--- config.mk ---
export PLATFORM = sky130hd
export DESIGN_NAME = mem_bank
export DESIGN_NICKNAME = d
export VERILOG_FILES = /design/src/rtl/mem_bank_pkg.sv /design/src/rtl/mem_bank.sv
export SDC_FILE = /design/constraint.sdc
export NUM_CORES = 2
export LEC_CHECK = 0
export BUFFER_PORTS_ARGS = -buffer_cell sky130_fd_sc_hd__buf_2
export CAP_MARGIN = 20
export CORE_MARGIN = 2
export CORE_UTILIZATION = 25
export DETAILED_ROUTE_END_ITERATION = 10
export MAX_ROUTING_LAYER = met4
export SYNTH_ARGS = -nofsm -noshare
export SYNTH_HDL_FRONTEND = slang
export SYNTH_SLANG_ARGS = --single-unit
--- constraint.sdc ---
create_clock -name clk -period 4.9 [get_ports clk]
set_input_delay 0.245 -clock clk [delete_from_list [all_inputs] [get_ports clk]]
set_output_delay 0.245 -clock clk [all_outputs]
set_load 0.03 [all_outputs]
--- src/rtl/mem_bank_pkg.sv ---
// rtl/mem_bank_pkg.sv - shared defaults and address range helper for mem_bank
package mem_bank_pkg;

  localparam int unsigned MB_DATA_W = 32;
  localparam int unsigned MB_DEPTH  = 64;
  localparam int unsigned MB_ADDR_W = 8;

  // The full address is compared, so addresses at or above DEPTH never alias low words.
  function automatic logic addr_in_range(input logic [31:0] addr, input int unsigned depth);
    return addr < depth;
  endfunction

endpackage

--- src/rtl/mem_bank.sv ---
// rtl/mem_bank.sv - word-addressed register-array memory, registered read, read-before-write
module mem_bank
  import mem_bank_pkg::*;
#(
  parameter int unsigned DATA_W = MB_DATA_W,
  parameter int unsigned DEPTH  = MB_DEPTH,
  parameter int unsigned ADDR_W = MB_ADDR_W
) (
  input  logic              clk,
  input  logic              reset,
  input  logic              memread,
  input  logic              memwrite,
  input  logic [ADDR_W-1:0] address,
  input  logic [DATA_W-1:0] writedata,
  output logic [DATA_W-1:0] readdata
);

  localparam int unsigned IDX_W = (DEPTH > 1) ? $clog2(DEPTH) : 1;

  typedef logic [DEPTH-1:0][DATA_W-1:0] store_t;

  function automatic store_t identity_image();
    store_t img;
    for (int i = 0; i < DEPTH; i++) begin
      img[IDX_W'(i)] = DATA_W'(i);
    end
    return img;
  endfunction

  // Power-up contents match the reset image so reads are defined before the first reset.
  store_t            mem_q = identity_image();
  store_t            mem_d;
  logic [DATA_W-1:0] readdata_q, readdata_d;
  logic [IDX_W-1:0]  idx;
  logic              in_range;

  assign idx      = IDX_W'(address);
  assign in_range = addr_in_range(32'(address), DEPTH);

  // Reads sample mem_q, so a same-address write is only seen by later reads.
  always_comb begin
    mem_d      = mem_q;
    readdata_d = readdata_q;
    if (memread) begin
      readdata_d = in_range ? mem_q[idx] : '0;
    end
    if (memwrite && in_range) begin
      mem_d[idx] = writedata;
    end
  end

  always_ff @(posedge clk) begin
    if (reset) begin
      mem_q      <= identity_image();
      readdata_q <= '0;
    end else begin
      mem_q      <= mem_d;
      readdata_q <= readdata_d;
    end
  end

  assign readdata = readdata_q;

endmodule

After elaboration in Yosys (flattened, before gate mapping)
Index checks and enable logic that the tools add are counted.
Word-level totals
  register bits after elaboration: 2080
  input bits: 44
  output and inout port bits: 32
  logic and storage cells: 79
Operators by class
  magnitude comparators: 3
  muxes and demuxes: 8
  reduce and logical (&&, ||, !) cells: 3
Operators by type and width (number)
  2-to-1 mux 2048 bit: 2
  bitwise mux 2048 bit: 1
  binary-select mux 32 bit (select 6 bit): 1
  demux 32 bit (select 6 bit): 1
  2-to-1 mux 32 bit: 3
  less-than comparator 8 x 7 -> 1 bit (second input constant): 1
  less-than comparator 6 x 7 -> 1 bit (second input constant): 1
  greater-or-equal comparator 6 x 1 -> 1 bit (second input constant): 1
  logical AND 1 bit: 2
  nonzero test 2 bit: 1

Longest topological paths before layout
  word-level depth: 7
  mapped depth: 10
  depth with buffers taken out: 5

Worst setup path after synthesis
OpenSTA, ideal clock, no wires.
  kind: in2reg
  from: in address[0]
  to: reg mem_q[1792] in the netlist's numbering (enable)
  library setup time: 0.428 ns
  data arrival time: 2.864 ns
  required time: 4.472 ns
  setup slack: 1.608 ns
  stages: 8
  path buffers: 5
  path through: buf_6 buf_8 buf_12 buf_6 buf_4 nor2_1 nand2_1 o21bai_1
On the way
  word-level cells in the longest chain between the ends: 3
RTL lines
  start, declared: RTL line mem_bank.sv:13  | input logic [ADDR_W-1:0] address,
  less-than comparator 8 x 7 -> 1 bit: RTL line mem_bank_pkg.sv:10  | return addr < depth;
  logical AND 1 bit: RTL line mem_bank.sv:47  | if (memwrite && in_range) begin
  nonzero test 2 bit (no source line)
  end signal, assigned: RTL line mem_bank.sv:54  | mem_q <= identity_image();
  end signal, assigned: RTL line mem_bank.sv:57  | mem_q <= mem_d;
  end, declared: RTL line mem_bank.sv:31  | store_t mem_q = identity_image();
Every way passes these cells.
A chain may end at the register's enable or synchronous reset.

Final worst setup path
  from: in address[2]
  to: reg readdata_q[30], in the netlist readdata[30]
On the way
  word-level cells in the longest chain between the ends: 3
  elaborated cells on any way between the ends: 4
  those cells by class: order compare (1); mux (3)
RTL lines
  binary-select mux 32 bit (select 6 bit): RTL line mem_bank.sv:45  | readdata_d = in_range ? mem_q[idx] : '0;
  2-to-1 mux 32 bit (not written as such): RTL line mem_bank.sv:45
  2-to-1 mux 32 bit (*): RTL line mem_bank.sv:45
  end signal, assigned: RTL line mem_bank.sv:58  | readdata_q <= readdata_d;
  end, declared: RTL line mem_bank.sv:33  | logic [DATA_W-1:0] readdata_q, readdata_d;
Every way passes the cells marked *; elsewhere a longest branch is shown, timed or not. The select of a mux whose other input is x is not followed.

==> impl_metrics.ini <==
[routing]
drt_iter0_drc = 9433
drt_wl_total_um = 337000
dr.pass1.iters = 6
drc = 0
drtAntennaViolNets = 0
routed-via-count = 69769
post_drt_wl_per_cell_um = 24.7
viasPerCell = 5.12

[worst_hold_path]
hold_path.class = input pin to flop
holdPathStages = 4
holdPathEnd = mem_q[845]
hp-start = writedata[13]

[final_layout]
syn_to_final_growth_pct = 14.2
fin_util_pct = 28.7
final_cell_mix = 2322 x nand2_1, 1085 x nor2_1, 1056 x dfxtp_1
n_fill_cell = 36854
drive_gt1_share_pct = 13.2
nNetsFinal = 8709
final_common_cell = nand2_1

[clock_tree]
clockBufferDepth = 3
cts.sinks = 2080
cts_tree = yes
cts_max_level = 4
cts_inserted_buffers = 213
cts_root_buf = clkbuf_16
post-cts-setup-buffers = 0
worstSkewPairLatency_ns = 0.90
cts.repair.resized = 0
cts.clk_slew.worst_paths_ns = 0.06

[synthesis]
seq_area_frac_synth_pct = 57.7
syn_area_mm2 = 0.0900
ys_ff_latch = 2080
yosys_most_used_dff = dfxtp_1
syn-mean-instance-area_um2 = 10.1
synth_nets = 8993
async_flop_share_pct = 0
synth_cells = 8949
synth-edff-count = 1024
yosysTopAreaCell = edfxtp_1
ys_warn_count = 0
synth.area.top_cells = edfxtp_1 34%, dfxtp_1 23%, nand2_1 9.7%, mux4_2 5.7%, a21oi_1 5.5%
synth.top_cell.area_share_pct = 34.2
synth.distinct_cells = 70

[timing]
finClkSkew_ns = 0.0722
max_freq_mhz = 341
setup_viol = 0
slew_headroom_pct = 15.2
period_minus_slack_ns = 2.93
drv_slew = 0
min_period_over_period_pct = 59.8
hold_viol = 0
worst_pin_slew_ns = 1.26
rsz0062_at_grt = false
setup_tns_ns = 0

[critical_path]
ff2ff_setup_slack_ns = 2.13
path_max_fanout = 79
rr_endpoint = readdata[26]
reg2reg_from = mem_q[1114]
slowest_delay_ns = 0.86
cp_data_required_time_ns = 5.63
crit_type = input pin to flop
worstSetupEndpointType = flop
cp_num_buf_inv = 3
path_delay_family = buffers and inverters
rr_worst_depth = 5
startpoint_type = input pin
crit_arrival_ns = 3.66
crit_chain = buf_8 > buf_4 > buf_4 > mux2i_1 > o22ai_1 > a221o_1 > o21ai_0 > a31oi_1
crit_path_top_delay_cell = o21ai_0
crit_path_frequent_cell = buf_4

[grt]
grt_usage_pct = 18.5
antenna_found_initial = 21
grt_pass1_vias = 65362
grt_max_degree = 227
grt_pass1_wl_um = 482000
overflow = 0

[power]
power_density_mw_per_mm2 = 371
p_leak_nw = 32.1
ir_drop_mv = 0.349

[floorplanning]
die_h_um = 604
core_area_mm2 = 0.359
die_w_um = 604
ios = 76
dieArea_mm2 = 0.365
rows = 220
initial_utilization_pct = 25.1

[placed_design]
io_buffers = 75
dp.final_hpwl_um = 207000
gp_congestion = 0.957

[run_status]
status = complete, no violations

[flow_run]
cap_viol_max_count = 0
-- Yosys cell counts (94+ instances only) --
library cell and count:
a21oi_1 982, dfxtp_1 1056, mux2_2 114, edfxtp_1 1024, mux4_2 226, a22oi_1 215
mux2i_1 269, nand2_1 2323, buf_2 277, clkbuf_1 469, a221oi_1 94, nor2_1 1101
-- tightest hold or removal path, cell delays in order --
cell,delay (ns)
buf_2,0.09
buf_4,0.31
nand2_1,0.14
a21oi_1,0.05
-- state kept, by name (all words and copies together), names as in the netlist --
register / cells
mem_q: 2048
readdata: 32
-- report_power, final --
part           internal [W]  switching [W]  total (W)
sequential           0.0187       0.000139     0.0188
clock               0.00974        0.00721     0.0170
combinational      0.000644        0.00174    0.00239
-- per-layer routing --
metal	vias up	GRT usage [%]	wire length, um
met3	903	4.30	35600
met4	0	11.8	24600
met2	4113	27.5	150000
li1	30462	-	-
met5	-	-	0
met1	34291	22.5	127000
-- worst max path at each step --
stage	end	slack, ns	cells past startpoint	start
after detailed placement	readdata[30]	1.19	8	address[2]
after global placement	readdata[30]	1.16	8	address[2]
after CTS	readdata[30]	2.15	8	address[2]
after floorplan	mem_q[1792]	1.61	8	address[0]
final	readdata[30]	1.97	8	address[2]
after global routing	readdata[30]	1.90	8	address[2]
-- what timing repair did --
| action | in CTS | in global routing |
|---|---|---|
| hold buffers | 25 | 0 |
| hold endpoints to repair | 490 | 0 |
| setup endpoints to repair | 0 | 0 |
-- final cells by class --
cell class	count	area (um2)	share of cell area (%)
antenna	18	45.0	0.0438
timing repair buffer	415	3330	3.24
tap	4773	5970	5.81
clock buffer	329	6390	6.22
sequential	2080	51900	50.5
clock inverter	68	923	0.898
multi-input combinational	5951	34300	33.3
inverter	4	15.0	0.0146
-- metrics by stage --
stage	total power (W)	worst slack, ns	std cells	hold WS, ns	cell area, um2
after CTS	0.0382	2.15	13617	0.0273	103000
final	0.0381	1.97	13638	0.0796	103000
after detailed placement	0.0215	1.19	13195	0.443	95200
after global placement	0.0215	1.16	13194	0.438	95200
after global routing	0.0390	1.90	13633	0.0586	103000
after floorplan	0.0205	1.61	8949	0.432	90000
-- cells by family (layout without fill, tap and decap cells) --
| family | Yosys count | after routing | share of synthesized area [%] |
|---|---|---|---|
| AO/OA/AOI/OAI | 1618 | 1618 | 10.7 |
| buffers and inverters | 918 | 816 | 4.83 |
| flip-flops | 2080 | 2080 | 57.7 |
| multiplexers | 610 | 610 | 10.1 |
| other | 0 | 18 | 0 |
| AND/OR/NAND/NOR | 3723 | 3723 | 16.8 |
No activity file was read; power rests on OpenSTA's default activity.
